--- config.mk ---
export PLATFORM = sky130hd
export DESIGN_NAME = brick_field_flat
export DESIGN_NICKNAME = d
export VERILOG_FILES = /design/src/rtl/brick_pkg.sv /design/src/rtl/brick_field_if.sv /design/src/rtl/brick_pixel_map.sv /design/src/rtl/brick_field.sv /design/src/flat_wrapper.sv
export SDC_FILE = /design/constraint.sdc
export NUM_CORES = 1
export LEC_CHECK = 0
export CORE_ASPECT_RATIO = 1.2
export CORE_MARGIN = 2
export CORE_UTILIZATION = 57
export CTS_CLUSTER_SIZE = 25
export DETAILED_ROUTE_END_ITERATION = 12
export PLACE_DENSITY = 0.95
export SLEW_MARGIN = 25
export SYNTH_ARGS = -nofsm -noshare
export SYNTH_HDL_FRONTEND = slang
export SYNTH_SLANG_ARGS = --single-unit
export TNS_END_PERCENT = 30
--- constraint.sdc ---
create_clock -name frame_clk -period 10.9 [get_ports frame_clk]
set_clock_uncertainty 0.05 [all_clocks]
set_input_delay 1.09 -clock frame_clk [delete_from_list [all_inputs] [get_ports frame_clk]]
set_output_delay 1.09 -clock frame_clk [all_outputs]
set_load 0.005 [all_outputs]
--- src/rtl/brick_pkg.sv ---
// Shared constants, state encoding and bitmap indexing for the brick wall.
package brick_pkg;

  localparam int ROWS    = 4;
  localparam int COLS    = 10;
  localparam int BRICK_W = 64;
  localparam int BRICK_H = 20;

  localparam int ROW_W = $clog2(ROWS + 1);
  localparam int COL_W = $clog2(COLS + 1);
  localparam int IDX_W = $clog2(ROWS * COLS);

  localparam logic [7:0] KEY_RESTART = 8'h15;

  typedef enum logic [1:0] {LOAD, PLAY, CLEARED} field_state_t;

  // Bit position of (row, col) in the alive bitmap.
  function automatic logic [IDX_W-1:0] idx(input logic [ROW_W-1:0] row,
                                           input logic [COL_W-1:0] col);
    return IDX_W'(row) * IDX_W'(COLS) + IDX_W'(col);
  endfunction

endpackage

--- src/rtl/brick_field_if.sv ---
// Ball <-> field link: break reports flow in, the alive bitmap flows back.
interface brick_field_if;
  import brick_pkg::*;

  logic                   brick_broke;
  logic [9:0]             break_row;
  logic [9:0]             break_col;
  logic [ROWS*COLS-1:0]   bricks;

  modport master (output brick_broke, break_row, break_col, input bricks);
  modport slave  (input brick_broke, break_row, break_col, output bricks);
endinterface

--- src/rtl/brick_pixel_map.sv ---
// Combinational pixel -> brick face lookup; mortar lines sit on zero remainders.
module brick_pixel_map
  import brick_pkg::*;
(
  input  logic [9:0]           DrawX,
  input  logic [9:0]           DrawY,
  input  logic [ROWS*COLS-1:0] bricks,
  output logic                 pix_is_brick,
  output logic [2:0]           pix_row
);

  localparam logic [9:0] BW = 10'(BRICK_W);
  localparam logic [9:0] BH = 10'(BRICK_H);

  logic [9:0] row, col;
  assign row = DrawY / BH;
  assign col = DrawX / BW;
  assign pix_row = row[2:0];

  // Face pixel only inside the wall, off mortar lines, on a live brick.
  always_comb begin
    pix_is_brick = 1'b0;
    if (row < 10'(ROWS) && col < 10'(COLS) &&
        (DrawX % BW) != 10'd0 && (DrawY % BH) != 10'd0)
      pix_is_brick = bricks[idx(row[ROW_W-1:0], col[COL_W-1:0])];
  end

endmodule

--- src/rtl/brick_field.sv ---
// Brick wall owner: row-by-row load, break accounting, score, level-clear flag.
module brick_field
  import brick_pkg::*;
#(
  parameter int PTS_PER_BRICK = 10
) (
  input  logic         frame_clk,
  input  logic         Reset,
  input  logic [7:0]   key,
  input  logic [9:0]   DrawX,
  input  logic [9:0]   DrawY,
  brick_field_if.slave bif,
  output logic [5:0]   bricks_left,
  output logic [15:0]  score,
  output logic         field_ready,
  output logic         cleared,
  output logic         pix_is_brick,
  output logic [2:0]   pix_row
);

  field_state_t         state;
  logic [ROW_W-1:0]     load_row;
  logic [ROWS*COLS-1:0] bricks_q;

  assign bif.bricks = bricks_q;

  // A break only counts when it addresses a real, still-live brick.
  logic [IDX_W-1:0] hit_idx;
  logic             hit;
  assign hit_idx = idx(bif.break_row[ROW_W-1:0], bif.break_col[COL_W-1:0]);
  assign hit = bif.brick_broke && (bif.break_row < 10'(ROWS)) &&
               (bif.break_col < 10'(COLS)) && bricks_q[hit_idx];

  // Score add saturates instead of wrapping.
  logic [16:0] score_sum;
  logic [15:0] score_nxt;
  assign score_sum = {1'b0, score} + 17'(PTS_PER_BRICK);
  assign score_nxt = score_sum[16] ? 16'hFFFF : score_sum[15:0];

  // Field FSM; restart key overrides everything including a same-frame break.
  always_ff @(posedge frame_clk or posedge Reset) begin
    if (Reset) begin
      state       <= LOAD;
      load_row    <= '0;
      bricks_q    <= '0;
      bricks_left <= '0;
      score       <= '0;
      field_ready <= 1'b0;
      cleared     <= 1'b0;
    end else if (key == KEY_RESTART) begin
      state       <= LOAD;
      load_row    <= '0;
      bricks_q    <= '0;
      bricks_left <= '0;
      score       <= '0;
      field_ready <= 1'b0;
      cleared     <= 1'b0;
    end else begin
      case (state)
        LOAD: begin
          // load_row runs one past the last row so PLAY starts a frame later
          if (load_row < ROW_W'(ROWS)) begin
            bricks_q[idx(load_row, '0) +: COLS] <= '1;
            bricks_left <= bricks_left + 6'(COLS);
            load_row    <= load_row + 1'b1;
          end else begin
            state       <= PLAY;
            field_ready <= 1'b1;
          end
        end
        PLAY: begin
          if (hit) begin
            bricks_q[hit_idx] <= 1'b0;
            bricks_left       <= bricks_left - 6'd1;
            score             <= score_nxt;
            if (bricks_left == 6'd1) begin
              state       <= CLEARED;
              field_ready <= 1'b0;
              cleared     <= 1'b1;
            end
          end
        end
        CLEARED: ;
        default: state <= LOAD;
      endcase
    end
  end

  brick_pixel_map u_pix (
    .DrawX        (DrawX),
    .DrawY        (DrawY),
    .bricks       (bricks_q),
    .pix_is_brick (pix_is_brick),
    .pix_row      (pix_row)
  );

endmodule

--- src/flat_wrapper.sv ---
// flat-port wrapper written by rule: the top's interface ports become plain ports
module brick_field_flat import brick_pkg::*;
#(
  parameter int PTS_PER_BRICK = 10
)
  (frame_clk, Reset, key, DrawX, DrawY, bricks_left, score, field_ready, cleared, pix_is_brick, pix_row, bif_brick_broke, bif_break_row, bif_break_col, bif_bricks);
  brick_field_if bif_i ();
  input  logic frame_clk;
  input  logic Reset;
  input  logic [7:0] key;
  input  logic [9:0] DrawX;
  input  logic [9:0] DrawY;
  output logic [5:0] bricks_left;
  output logic [15:0] score;
  output logic field_ready;
  output logic cleared;
  output logic pix_is_brick;
  output logic [2:0] pix_row;
  input wire logic [$bits(bif_i.brick_broke)-1:0] bif_brick_broke;
  input wire logic [$bits(bif_i.break_row)-1:0] bif_break_row;
  input wire logic [$bits(bif_i.break_col)-1:0] bif_break_col;
  output wire logic [$bits(bif_i.bricks)-1:0] bif_bricks;
  assign bif_i.brick_broke = bif_brick_broke;
  assign bif_i.break_row = bif_break_row;
  assign bif_i.break_col = bif_break_col;
  assign bif_bricks = bif_i.bricks;
  brick_field #(.PTS_PER_BRICK(PTS_PER_BRICK)) u_core (.frame_clk(frame_clk), .Reset(Reset), .key(key), .DrawX(DrawX), .DrawY(DrawY), .bif(bif_i), .bricks_left(bricks_left), .score(score), .field_ready(field_ready), .cleared(cleared), .pix_is_brick(pix_is_brick), .pix_row(pix_row));
endmodule
; ---- Word-level counts from Yosys, hierarchy flattened
; Index checks and enable logic that the tools add are counted.
[totals]
ff_bits = 69
latch_bits = 0
ramBits = 0
mem_bits_ro = 0
input_bits = 51
out_inout_bits = 68
elab_cells = 99
memories = 0
[classes]
add_sub_neg = 7
mul = 3
div_mod_pow = 2
order_cmp = 8
eq_ne = 9
shift = 2
n_mux = 37
bitwise = 2
n_reduce_logical = 22
[ops]
columns = operator, n
row1 = $mux 40, 3
row2 = $pmux 40 s2, 1
row3 = $mux 16, 4
row4 = $and 40x40->40, 1
row5 = $bwmux 40, 1
row6 = $not 40->40, 1
row7 = $shift 10x8->40 const A, 1
row8 = $shiftx 10x8->40 const A, 1
row9 = $lt 10x3->1 const B, 2
row10 = $reduce_bool 10->1, 2
row11 = $mux 6, 3
row12 = $add 16x4->17 const B, 1
row13 = $mul 3x3->5 const B, 3
row14 = $lt 6x7->1 const B, 2
row15 = $add 6x4->6, 2
row16 = $bmux 1 s6, 2
row17 = $mux 1, 12
row18 = $pmux 6 s2, 1
row19 = $div 10x5->10 const B, 1
row20 = $lt 10x4->1 const B, 1
row21 = $mod 10x5->10 const B, 1
row22 = $reduce_bool 2->1, 5
row23 = $mux 3, 3
row24 = $ne 3x1->1 const B, 3
row25 = 23 further kinds, 35

; ---- Longest topological paths before layout
; Gate-level depths: netlist (run 1).
[depth]
word_depth = 11
depth_mapped = 19
ltp_nobuf = 17

; ---- Modules after synthesis
; A second synthesis (run 1) with hierarchy kept.
[hier_totals]
cells_unflattened = 700
area_unflattened_um2 = 5950.7
[by_module_without_submodules]
columns = mod, n_inst, cells_per_inst, area_each_um2, seq_area_each_um2
row1 = brick_field, 1, 578, 4870.9, 1726.7
row2 = brick_pixel_map, 1, 122, 1079.8, 0.0

; ---- Least setup slack after synthesis (run 1)
; Ideal clock, no wire load.
[synth_path]
path_type = in2out
startpoint = in DrawY[6]
endpoint = out pix_is_brick
t_arrival_ns = 4.757
t_required_ns = 9.760
setup_slack_ns = 5.003
stages = 16
n_path_buf = 1
path_cell_list = buf_2 -> nor2b_1 -> a22o_1 -> a221oi_2 -> xor2_1 -> o211ai_1 -> a41oi_1 -> ha_1 -> inv_1 -> fa_1 -> xor2_1 -> mux4_2 -> mux2i_1 -> o32ai_1 -> nand3_1 -> a41oi_1
[synth_via]
elab_chain_len = 6
elab_cells_between_ends = 12
classes_between = 1 x add/sub / 1 x mul / 2 x div / 1 x order compare / 3 x mux / 4 x reduce/logical
[synth_lines]
columns = element, line
row1 = start: declaration, flat_wrapper.sv:12  ; input logic [9:0] DrawY;
row2 = $div 10x5->10 (*), brick_pixel_map.sv:16  ; assign row = DrawY / BH;
row3 = net pix_row[0], flat_wrapper.sv:18  ; output logic [2:0] pix_row;
row4 = $mul 3x3->5 or $lt 10x3->1 (tied branches), "brick_pkg.sv:20, brick_pixel_map.sv:23"
row5 = $add 6x4->6 or $logic_and 1x1->1 (tied branches), "brick_pkg.sv:20, brick_pixel_map.sv:23"
row6 = $bmux 1 s6 or $logic_and 1x1->1 (tied branches), "brick_pixel_map.sv:25, brick_pixel_map.sv:23"
row7 = $mux 1 (implied by the code) or $logic_and 1x1->1 (tied branches), "brick_pixel_map.sv:25, brick_pixel_map.sv:24"
row8 = $mux 1 (*), brick_pixel_map.sv:23  ; if (row < 10'(ROWS) && col < 10'(COLS) &&
row9 = end: declaration, flat_wrapper.sv:17  ; output logic pix_is_brick;
; The timed path passes the listed nets; every way through them passes the cells marked *. The select of a mux whose other input is x is not followed.

; ---- Worst setup path after layout (run 1)
[layout_path]
startpoint = in DrawY[5]
endpoint = out pix_is_brick
[layout_via]
elab_chain_len = 6
elab_cells_between_ends = 12
classes_between = 1 x add/sub / 1 x mul / 2 x div / 1 x order compare / 3 x mux / 4 x reduce/logical
[layout_lines]
columns = element, line
row1 = $div 10x5->10, brick_pixel_map.sv:16
row2 = $mul 3x3->5 or $lt 10x3->1 (tied branches), "brick_pkg.sv:20, brick_pixel_map.sv:23"
row3 = $add 6x4->6 or $logic_and 1x1->1 (tied branches), "brick_pkg.sv:20, brick_pixel_map.sv:23"
row4 = $bmux 1 s6 or $logic_and 1x1->1 (tied branches), "brick_pixel_map.sv:25, brick_pixel_map.sv:23"
row5 = $mux 1 (implied by the code) or $logic_and 1x1->1 (tied branches), "brick_pixel_map.sv:25, brick_pixel_map.sv:24"
row6 = $mux 1 (*), brick_pixel_map.sv:23
; Every way passes the cells marked *; elsewhere a longest branch is shown, timed or not. The select of a mux whose other input is x is not followed.

==> results.yml, run 1 <==
pwr:
  sw_frac_of_total_pct: 35.2
  ir_drop_v: 0.000138
  power_leakage_uw: 0.00296
  switching_power_uw: 387
  combPwrFrac_pct: 37.3
  clkPwrFrac_pct: 34.4
  pwr-share-seq_pct: 28.3
  p_int_uw: 713
  power_density_mw_per_mm2: 147
  power_uw: 1100
setup_path:
  critical_path.max_stage_delay_ns: 0.91
  crit_path_start_kind: "primary input"
  crit_path_max_fanout: 19
  critical_path_class: "in2out"
  rrSetupSlack_ns: 7.59
  cp.required_ns: 9.76
  crit_arrival_ns: 6.57
  slowest_stage: "clkdlybuf4s50_1"
  crit_path_end_kind: "primary output"
  worstPathCellList: "clkdlybuf4s50_1, nor2b_1, a22o_1, a221oi_2, xor2_1, o211ai_1, a41oi_1, ha_1, inv_1, fa_1, xor2_1, mux4_2, mux2i_1, o32ai_1, nand3_1, a41oi_1, clkdlybuf4s50_1"
layout:
  antenna_cells: 0
  final_area_mm2: 0.00750
  final.fill_count: 708
  final_cell_mix: "clkdlybuf4s50_1, dfrtp_1, a21oi_1"
  synthToLayoutAreaGrowth_pct: 25.6
  stdcell_count: 906
  drive_gt1_share_pct: 7.44
  post-route-util_pct: 74.1
  final_nets: 850
  final_common_cell: "clkdlybuf4s50_1"
placed_design:
  portBuffers: 118
  gp_congestion: 1.04
  place_area_mm2: 0.00710
  place_inst: 889
  dp_hpwl_um: 14100
yosys:
  syn-num-nets: 763
  synth_cell_type_count: 83
  ys_warn_count: 0
  syn_area_mm2: 0.00597
  synth-edff-count: 0
  syn_inst: 688
  syn_area_per_cell_um2: 8.68
  synth.ff_latch_count: 69
  synth_ff_type: "dfrtp_1"
  async_flop_share_pct: 100
  seq_area_frac_synth_pct: 28.9
routing:
  viasPerCell: 7.08
  dr.pass1.iters: 7
  wl_met2_um: 9510
  ant_nets: 0
  top_layer_used: "met4"
  dr_wl_met3_um: 2170
  drt_iter0_markers: 725
  vias: 6410
  wirelength_um: 20000
  met1Wirelength_um: 7040
  drc: 0
  wl_per_cell_um: 22.1
sta:
  setup_violations: 0
  setup_tns_ns: 0
  fmax_ghz: 0.130
  worstMarginPinSlew_ns: 1.07
  rsz0062_at_grt: "false"
  drv_slew: 0
  fin_crit_ns: 7.71
  min_period_over_period_pct: 70.7
  slew_headroom_pct: 28.5
  hold_violations: 0
cts:
  worstSkewPairLatency_ns: 0.34
  ctsResizeCount: 0
  cts-buffers-inserted: 9
  cts_tree: "built"
  post_cts_buffers: 0
  path_clk_slew_ns: 0.06
  clockBufferDepth: 2
  cts_hold_buffers: 0
  cts_root_buf: "clkbuf_16"
  cts.sink_count: 69
  htree_levels: 3
min_path:
  min-delay-path-class: "reg2reg"
die:
  floorplan.initialDensity_pct: 59.0
  die_y_um: 116
  dieArea_mm2: 0.0113
  fp.dieW_um: 97.4
  core_area_mm2: 0.0101
  rows: 40
  pin_count: 119
grt:
  grt.total_usage_pct: 34.9
  grt_max_degree: 70
  grt_pass1_vias: 6315
  grt_pass1_wl_um: 31800
  overflow: 0
  grt_antenna_before_repair: 0
outcome:
  status: "completed"
flow_run:
  maxCapViolations: 0
==> through the flow <==
step	hold WS, ns	setup slack [ns]
6_report	0.457	3.19
5_1_grt	0.500	2.93
4_1_cts	0.467	3.27
3_5_place_dp	0.448	3.28
3_3_place_gp	0.427	3.67
2_1_floorplan	0.429	5.00
==> area by class of cell <==
| class | instances | area (um^2) | area share (%) |
|---|---|---|---|
| clock buffer | 11 | 253 | 3.37 |
| clock inverter | 5 | 129 | 1.72 |
| inverter | 21 | 78.8 | 1.05 |
| multi-input combinational | 552 | 3940 | 52.5 |
| sequential | 69 | 1730 | 23.0 |
| tap | 126 | 158 | 2.10 |
| timing repair buffer | 122 | 1210 | 16.2 |
==> kinds of logic (layout without fill, tap and decap cells) <==
logic type	count (synthesis)	after routing	synth area share (%)
muxes	35	35	9.64
xor gates and xnor gates	23	23	3.96
DFF	69	69	28.9
and+or+nand+nor	239	239	20.3
buffers and inverters	67	159	5.13
AOI/OAI and AO/OA	230	230	26.6
adders and majority gates	25	25	5.45
==> path summary, 6_finish.rpt <==
kind / from / end / depth (start not counted)
max: DrawY[5] / pix_is_brick / 17
min: u_core.cleared / u_core.cleared / 1
max reg2reg: u_core.load_row[0] / u_core.bif.bricks[28] / 9
min reg2reg: u_core.cleared / u_core.cleared / 1
max in group asynchronous: Reset / u_core.bif.bricks[39] / 3
min in group asynchronous: Reset / u_core.bif.bricks[10] / 3
==> registers in the layout, summed over array words and instances, names as in the netlist <==
register and flops:
u_core.state 2, u_core.bricks_left 6, u_core.load_row 3, u_core.bif.bricks 40
u_core.cleared 1, u_core.score 16, u_core.field_ready 1
==> per-layer routing <==
layer | vias up | global-route usage, %
met2 | 473 | 59.2
met1 | 3026 | 40.5
met5 | - | 0
met3 | 119 | 8.86
li1 | 2792 | -
met4 | 0 | 20.6
==> worst max-delay path, delay by kind of cell <==
kind	cells	cell delay, ns
simple gates	2	0.26
mux	2	0.73
fa+ha+maj	2	0.67
compound gates	6	1.55
buf+inv	3	1.46
xor+xnor	2	0.81
==> synth_stat cells, types with 7 or more instances <==
master / number / area, um^2
nor3_1: 26 / 130
nor4_1: 7 / 43.8
and3_1: 8 / 50.1
and2_1: 7 / 43.8
ha_1: 22 / 275
mux4_2: 18 / 405
inv_1: 20 / 75.1
nand2_1: 57 / 214
a21oi_1: 63 / 315
xnor2_1: 16 / 140
mux2i_1: 17 / 170
o21ai_0: 39 / 195
o211ai_1: 7 / 52.6
buf_2: 8 / 40.0
dfrtp_1: 69 / 1730
nand4_1: 8 / 50.1
nor2b_1: 10 / 62.6
nand3_1: 28 / 140
a31oi_1: 22 / 138
a211oi_1: 17 / 128
nand2b_1: 9 / 56.3
nor2_1: 49 / 184
clkbuf_1: 26 / 97.6
==> power groups by stage <==
stage	clock network (uW)	logic (uW)	registers, uW
6_report	378	410	311
5_1_grt	387	443	312
4_1_cts	375	399	308
3_5_place_dp	0	393	312
3_3_place_gp	0	377	311
2_1_floorplan	0	276	300
No activity file was read; power rests on OpenSTA's default activity.
==> run 2, diff against run 1 <==
--- a/config.mk
+++ b/config.mk
@@ -7,10 +7,10 @@
 export LEC_CHECK = 0
 export CORE_ASPECT_RATIO = 1.2
 export CORE_MARGIN = 2
-export CORE_UTILIZATION = 57
+export CORE_UTILIZATION = 53
 export CTS_CLUSTER_SIZE = 25
 export DETAILED_ROUTE_END_ITERATION = 12
-export PLACE_DENSITY = 0.95
+export PLACE_DENSITY = 0.93
 export SLEW_MARGIN = 25
 export SYNTH_ARGS = -nofsm -noshare
 export SYNTH_HDL_FRONTEND = slang
==> constraint.sdc (replaced) <==
create_clock -name frame_clk -period 7.3 [get_ports frame_clk]
set_clock_uncertainty 0.05 [all_clocks]
set_input_delay 0.73 -clock frame_clk [delete_from_list [all_inputs] [get_ports frame_clk]]
set_output_delay 0.73 -clock frame_clk [all_outputs]
set_load 0.005 [all_outputs]
==> results.yml, run 2 (synthesis gave the netlist of run 1 again) <==
pwr:
  power_leakage_uw: 0.00294
  ir_drop_v: 0.000160
  power_density_mw_per_mm2: 210
layout:
  synthToLayoutAreaGrowth_pct: 24.9
  post-route-util_pct: 67.9
  stdcell_count: 913
  drive_gt1_share_pct: 7.68
  final_cell_mix: "clkdlybuf4s50_1, dfrtp_1, a21oi_1"
  antenna_cells: 0
  final_common_cell: "clkdlybuf4s50_1"
  largest_register_ff_count: 40
  final_nets: 851
sta:
  min_period_over_period_pct: 91.5
  drv_slew: 0
  setup_tns_ns: 0
  fmax_ghz: 0.150
  slew_headroom_pct: 31.0
  setup_violations: 0
  fin_crit_ns: 6.68
  worstMarginPinSlew_ns: 1.04
  hold_violations: 0
  rsz0062_at_grt: "false"
setup_path:
  critical_path_class: "in2out"
  crit_arrival_ns: 5.90
  crit_path_end_kind: "primary output"
  cp.required_ns: 6.52
  crit_path_start_kind: "primary input"
  crit_path_max_fanout: 15
routing:
  vias: 6435
  dr.pass1.iters: 6
  wl_per_cell_um: 22.0
  drt_iter0_markers: 734
  ant_nets: 0
  wirelength_um: 20100
  drc: 0
  viasPerCell: 7.05
cts:
  cts-buffers-inserted: 9
  htree_levels: 3
  clockBufferDepth: 2
  cts.sink_count: 69
  cts_hold_buffers: 0
  ctsResizeCount: 0
  path_clk_slew_ns: 0.05
  cts_tree: "built"
  worstSkewPairLatency_ns: 0.35
  post_cts_buffers: 0
  cts_root_buf: "clkbuf_16"
grt:
  grt_pass1_vias: 6444
  met1_usage_pct: 37.6
  met3_usage_pct: 7.17
  grt_antenna_before_repair: 0
  grt_max_degree: 70
  top_usage_layer: "met2"
  grt.total_usage_pct: 33.3
  grt_util_met2_pct: 55.2
  overflow: 0
  grt_pass1_wl_um: 31700
placed_design:
  gp_congestion: 0.977
  place_inst: 897
  dp_hpwl_um: 14500
  portBuffers: 118
outcome:
  status: "completed"
die:
  core_area_mm2: 0.0110
  pin_count: 119
  fp.dieW_um: 101
  rows: 42
  die_y_um: 120
  floorplan.initialDensity_pct: 54.4
  dieArea_mm2: 0.0121
flow_run:
  maxCapViolations: 0
min_path:
  min-delay-path-class: "reg2reg"
## run 2: cell types whose count changed in the layout (fill, tap and decap cells not counted)
cell / before / now
bufinv_16: 4 / 2
buf_4: 3 / 5
inv_6: 1 / 0
buf_2: 0 / 1
buf_6: 1 / 0
clkdlybuf4s50_1: 118 / 117
clkinv_2: 0 / 1
clkinv_4: 0 / 2
## run 2: path summary, 6_finish.rpt
kind	start	end	slack, ns	depth (start not counted)
setup / recovery	DrawY[9]	pix_is_brick	0.62	17
hold / removal	u_core.cleared	u_core.cleared	0.45	1
setup reg to reg	u_core.load_row[0]	u_core.bif.bricks[21]	3.96	8
hold reg to reg	u_core.cleared	u_core.cleared	0.45	1
max in group asynchronous	Reset	u_core.bif.bricks[34]	5.67	3
min in group asynchronous	Reset	u_core.score[11]	0.91	3
## run 2: through the flow
step	area [um^2]	hold WS (ns)	setup slack (ns)	power, uW
floorplan	5970	0.429	2.12	861
global placement	7130	0.429	0.956	1030
detailed placement	7130	0.447	0.674	1060
CTS	7460	0.463	0.655	1560
global route	7460	0.480	0.265	1630
finish	7460	0.453	0.619	1570
## run 2: critical path, cell delays in order
cell and delay [ns]:
clkdlybuf4s50_1 0.77, mux2i_1 0.15, a22o_1 0.22, a221oi_2 0.58
xor2_1 0.42, o211ai_1 0.16, a41oi_1 0.37, ha_1 0.25
inv_1 0.06, fa_1 0.41, xor2_1 0.35, mux4_2 0.55
mux2i_1 0.14, o32ai_1 0.13, nand3_1 0.11, a41oi_1 0.04
clkdlybuf4s50_1 0.46
## run 2: final cells by class
cell class                 count  area [um^2]
clock buffer                  11          253
multi-input combinational    552         3940
fill                         874         3530
sequential                    69         1730
inverter                      21         78.8
clock inverter                 5         82.6
tap                          132          165
timing repair buffer         123         1210
## run 2: where the power goes
group / total (uW) / internal [uW] / switching [uW]
Combinational: 609 / 265 / 345
Clock: 494 / 318 / 176
Sequential: 463 / 412 / 51.8
Total: 1570 / 995 / 572
## run 2: metal layers
layer / vias up / wire (um)
met5: - / 0
met4: 0 / 1390
met3: 128 / 1920
met2: 468 / 9760
met1: 3038 / 6990
li1: 2801 / -
==> edit 1, RTL diff (settings of run 2) <==
Reset style: synchronous (`Reset`), changed in one clocked block.
--- a/src/rtl/brick_field.sv
+++ b/src/rtl/brick_field.sv
@@ -38,7 +38,7 @@
   assign score_nxt = score_sum[16] ? 16'hFFFF : score_sum[15:0];
 
   // Field FSM; restart key overrides everything including a same-frame break.
-  always_ff @(posedge frame_clk or posedge Reset) begin
+  always_ff @(posedge frame_clk) begin
     if (Reset) begin
       state       <= LOAD;
       load_row    <= '0;
Formal check against the unedited RTL: differs if Reset is asserted again (counterexample within 4 cycles, from zero or initial values and one cycle with Reset high); with Reset held inactive, the same outputs for 4 cycles.
==> edit 1 against run 2 <==
Worst hold slack lost 0.027 ns; area after synthesis shrank 10%; sequential cell count is the same; register-to-register slack gained 0.07 ns; final area shrank 7.3%; die area shrank 9.7%; highest routed layer unchanged; critical endpoint unchanged; via count shrank 8.1%; routed wire length shrank 9.7%; worst setup slack gained 0.19 ns.
Power is not compared: it rests on default switching activity, and its combinational part moved more than twofold at a synthesized area within 25%.
==> edit 1: results (changes against run 2) <==
share of post-route cells with drive strength above 1 - 7.42% (-0.27 points)
count of cell types in the netlist - 72 (-13%)
initial antenna violation count - 0 (unchanged)
post-synth net total - 732 (-4.1%)
FFs w/ async S/R, synth - 0% (-100 points)
# fillers - 782 (-11%)
Post-CTS Hold Fix Bufs - 0 (unchanged)
Post-CTS Setup Repair Bufs - 0 (unchanged)
placed insts - 866 (-3.5%)
status - finished, final reports clean
gr usage total - 33.2% (-0.10 points)
Relative slew margins - 37.0% (+6.0 points)
GPL Wtd Cong - 1.02 (+4.6%)
Sw Share - 44.5%
post-cts sizing count - 0 (unchanged)
fraction of synthesized cell area in xor and xnor cells - 3.26% (-0.70 points)
routed len/inst - 20.6 um (-6.4%)
H-tree depth - 3 (unchanged)
Yosys Warn Count - 0 (unchanged)
Adder-Cell Fraction of Synth Area - 6.06% (+0.61 points)
Area contributors post-synth - dfxtp_1, mux4_2, a21oi_1
worst hold-check path type - flip-flop to flip-flop
hpwl dp - 13.4 mm (-7.1%)
CTS max path bufs - 2 (unchanged)
root buffer cell - clkbuf_16
1st-pass router iterations - 8 (+2)
initial detailed-routing violation count - 584 (-20%)
via-per-instance ratio - 6.71 (-4.8%)
Peak VDD IR - 275 uV
final cell count without fillers - 881 (-3.5%)
antenna diode count - 0 (unchanged)
Seq/Total Area, Yosys - 25.7% (-3.2 points)
most frequent cells after synthesis - dfxtp_1, a21oi_1, nor2_1, o21ai_0, nand2_1
worst-path maximum fanout - 22 (+7)
mux cell area share after synthesis - 11.0% (+1.4 points)
syn avg cell area - 8.18 um2 (-5.8%)
Clk Latency, worst-skew pair - 0.34 ns
crit path DAT - 5.71 ns (-0.19 ns)
wire length of the first global-routing pass - 28.5 mm (-10%)
Post-DP Area - 6570 um2 (-7.8%)
max reg flops - 40 (unchanged)
number of CTS-inserted buffers - 9 (unchanged)
pin count of the biggest net entering global routing - 53 (-24%)
vias in the first global route - 5761 (-11%)
I/O Buffers - 118 (unchanged)
layout net count - 826 (-2.9%)
Synth Area in Compound Gates - 26.5% (-0.11 points)
-- edit 1: cell types whose count changed after synthesis, sizes merged, moves of 8 or more --
| cell | delta |
|---|---|
| nand2 | -8 |
| nand3 | -15 |
| buf | -8 |
| a31oi | -15 |
| a31o | -8 |
| nor2 | +10 |
| dfrtp | -69 |
| dfxtp | +69 |
| o21ai | +13 |
-- edit 1: final timing paths --
check / from / to / slack, ns / cells after the start
setup / recovery: DrawY[9] / pix_is_brick / 0.81 / 14
hold / removal: u_core.field_ready$_SDFFE_PP0P_ / u_core.field_ready$_SDFFE_PP0P_ / 0.43 / 2
hold reg to reg: u_core.field_ready$_SDFFE_PP0P_ / u_core.field_ready$_SDFFE_PP0P_ / 0.43 / 2
setup reg to reg: u_core.load_row[0]$_SDFFE_PP0P_ / u_core.bif.bricks[28]$_SDFFE_PP0P_ / 4.03 / 9
-- edit 1: through the flow --
step | setup slack (ns) | utilization, % | hold slack [ns]
floorplan | 2.19 | - | 0.403
global placement | 1.18 | 66.0 | 0.403
detailed placement | 0.899 | 66.0 | 0.410
CTS | 0.874 | 69.4 | 0.423
global route | 0.428 | 69.4 | 0.443
finish | 0.812 | 69.4 | 0.427
-- edit 1: routing by layer --
layer | part of all wire [%] | GRT usage (%) | vias up
met1 | 37 | 37.9 | 2792
met3 | 8.2 | 6.58 | 72
met4 | 4.7 | 18.5 | 0
met5 | 0 | 0 | -
li1 | - | - | 2692
met2 | 50 | 57.0 | 357
-- edit 1: layout make-up --
| cell class | instances | area, um2 | area share [%] |
|---|---|---|---|
| inverter | 18 | 67.6 | 0.978 |
| clock buffer | 9 | 225 | 3.26 |
| clock inverter | 6 | 111 | 1.61 |
| tap | 126 | 158 | 2.28 |
| timing repair buffer | 121 | 1200 | 17.4 |
| multi-input combinational | 532 | 3760 | 54.5 |
| sequential | 69 | 1380 | 20.0 |
-- edit 1: worst max-delay path, cell delays in order --
cell and delay, ns:
clkdlybuf4s50_1 0.75, nor4b_1 0.56, a21oi_1 0.09, o211ai_1 0.19, o211ai_1 0.24, xor2_1 0.24, o311ai_0 0.58, ha_1 0.50
mux4_2 0.55, mux4_2 0.46, mux2i_1 0.14, nand2_1 0.08, o2111a_1 0.16, clkdlybuf4s50_1 0.44
-- edit 1: power groups by stage --
stage	sequential, mW	combinational, mW	clock (mW)
finish	0.634	1.50	0.503
global route	0.644	1.62	0.517
global placement	0.631	1.40	0
CTS	0.627	1.47	0.502
detailed placement	0.634	1.45	0
floorplan	0.588	0.965	0
-- edit 1: cells by family after synthesis --
kind of cell    count (synthesis)
fa+ha+maj                      25
mux                            33
compound gates                214
xor+xnor                       20
buf+inv                        56
simple gates                  240
flops                          69
==> edit 2, RTL diff (settings of run 2) <==
Without the edit above. `ROWS`: 4 -> 2.
--- a/src/rtl/brick_pkg.sv
+++ b/src/rtl/brick_pkg.sv
@@ -1,7 +1,7 @@
 // Shared constants, state encoding and bitmap indexing for the brick wall.
 package brick_pkg;
 
-  localparam int ROWS    = 4;
+  localparam int ROWS    = 2;
   localparam int COLS    = 10;
   localparam int BRICK_W = 64;
   localparam int BRICK_H = 20;
Ports: changed (resized bif_bricks); port bits go from 119 to 99. The function was not compared with the original's and may differ.
==> edit 2 against run 2 <==
Sequential share of layout area grew 1.2 points; sequential cell count is 21 lower; combinational power fell by 67%; global-route usage down 7.1 points; routed wire length fell by 47%; critical endpoint unchanged; total power down 59%; worst setup slack got worse by 0.14 ns; final area fell by 34%; area after synthesis down 36%.
==> edit 2: results (changes against run 2) <==
post-synth net total - 493 (-35%)
most frequent cells after synthesis - dfrtp_1, a21oi_1, nor2_1, o21ai_0, nand2_1
worst hold-check path type - flip-flop to flip-flop
Seq/Total Area, Yosys - 31.4% (+2.5 points)
Area contributors post-synth - dfrtp_1, mux4_2, a21oi_1
layout net count - 580 (-32%)
Top FF cell, synth - dfrtp_1
initial detailed-routing violation count - 236 (-68%)
vias in the first global route - 3636 (-44%)
crit path DAT - 6.04 ns (+0.14 ns)
max reg flops - 20 (-50%)
count of cell types in the netlist - 76 (-8.4%)
FFs w/ async S/R, synth - 100% (unchanged)
Peak VDD IR - 108 uV (-33%)
hpwl dp - 7.83 mm (-46%)
root buffer cell - clkbuf_8
via-per-instance ratio - 6.34 (-10%)
FF-to-FF setup slack - 4.67 ns (+0.71 ns)
1st-pass router iterations - 5 (-1)
number of CTS-inserted buffers - 5 (-4)
wire length of the first global-routing pass - 16.8 mm (-47%)
initial antenna violation count - 0 (unchanged)
Yosys Warn Count - 0 (unchanged)
status - finished, final reports clean
GPL Wtd Cong - 0.897 (-8.1%)
Pleak - 2.02 nW (-31%)
worst-path maximum fanout - 13 (-2)
I/O Buffers - 98 (-17%)
pin count of the biggest net entering global routing - 49 (-30%)
Worst Tran Pin Value - 0.957 ns (-0.0786 ns)
gr usage total - 26.2% (-7.1 points)
post-cts sizing count - 0 (unchanged)
antenna diode count - 0 (unchanged)
Clk Latency, worst-skew pair - 0.30 ns (-0.05 ns)
CTS max path bufs - 2 (unchanged)
share of post-route cells with drive strength above 1 - 10.5% (+2.8 points)
routed len/inst - 17.8 um (-19%)
H-tree depth - 2 (-1)
Clk pin slew, worst setup/hold paths - 0.10 ns (+0.05 ns)
[edit 2: worst max-delay path, stage by stage]
cell and delay [ns]:
clkdlybuf4s50_1 0.65, mux2_2 0.38, o21ai_0 0.30, a211o_1 0.40, nand2_1 0.24, o21a_1 0.23, o22ai_1 0.13, a311oi_1 0.09
a21bo_2 0.23, o221ai_1 0.11, ha_1 0.25, inv_1 0.06, fa_1 0.40, xor2_1 0.18, mux4_2 0.34, a21oi_1 0.06
or4_1 0.46, a311oi_1 0.26, clkdlybuf4s50_1 0.54
[edit 2: worst paths after layout]
path,start,end,cells after the start
min in group asynchronous,Reset,u_core.cleared$_DFFE_PP0P_,3
max in group asynchronous,Reset,u_core.score[4]$_DFFE_PP0P_,3
setup reg to reg,u_core.bif.bricks[17]$_DFFE_PP0P_,u_core.bif.bricks[16]$_DFFE_PP0P_,7
setup / recovery,DrawY[9],pix_is_brick,19
hold reg to reg,u_core.cleared$_DFFE_PP0P_,u_core.cleared$_DFFE_PP0P_,2
hold / removal,u_core.cleared$_DFFE_PP0P_,u_core.cleared$_DFFE_PP0P_,2
[edit 2: metal layers]
metal	share of wire (%)	routed length [um]	global-route usage, %
met5	0	0	0
met4	2.2	232	7.95
met3	6.8	724	3.73
met2	53	5640	46.4
met1	38	4080	32.1
[edit 2: cell families (layout without fill, tap and decap cells)]
kind of cell | after synthesis | after routing | synth area share [%]
simple gates | 151 | 151 | 21.7
compound gates | 135 | 135 | 22.9
flops | 48 | 48 | 31.4
buf+inv | 44 | 132 | 5.57
fa+ha+maj | 19 | 19 | 6.49
mux | 16 | 16 | 8.81
xor+xnor | 12 | 12 | 3.14
[edit 2: final cells by class]
type | count | area (um2)
Clock inverter | 3 | 22.5
Fill cell | 497 | 1960
Clock buffer | 5 | 68.8
Timing Repair Buffer | 109 | 1060
Multi-Input combinational cell | 333 | 2410
Inverter | 15 | 56.3
Sequential cell | 48 | 1200
Tap cell | 87 | 109
[edit 2: power breakdown]
group	switching, mW	internal, mW	leakage (nW)	total [mW]
sequential	0.00709	0.271	0.641	0.278
clock	0.0940	0.0688	0.0485	0.163
combinational	0.0995	0.100	1.33	0.199
[edit 2: timing repair]
action / CTS / global route
buffers inserted: 0 / 5
endpoints found under the hold margin: 0 / 0
setup endpoints to repair: 0 / 1
[edit 2: through the flow]
stage,setup slack [ns],hold slack [ns],instances,instance area (um2)
final,0.478,0.476,600,4930
after global routing,0.122,0.510,600,4930
after CTS,0.452,0.475,595,4900
after detailed placement,0.463,0.446,587,4800
after global placement,0.690,0.444,587,4800
after floorplan,2.03,0.436,425,3820
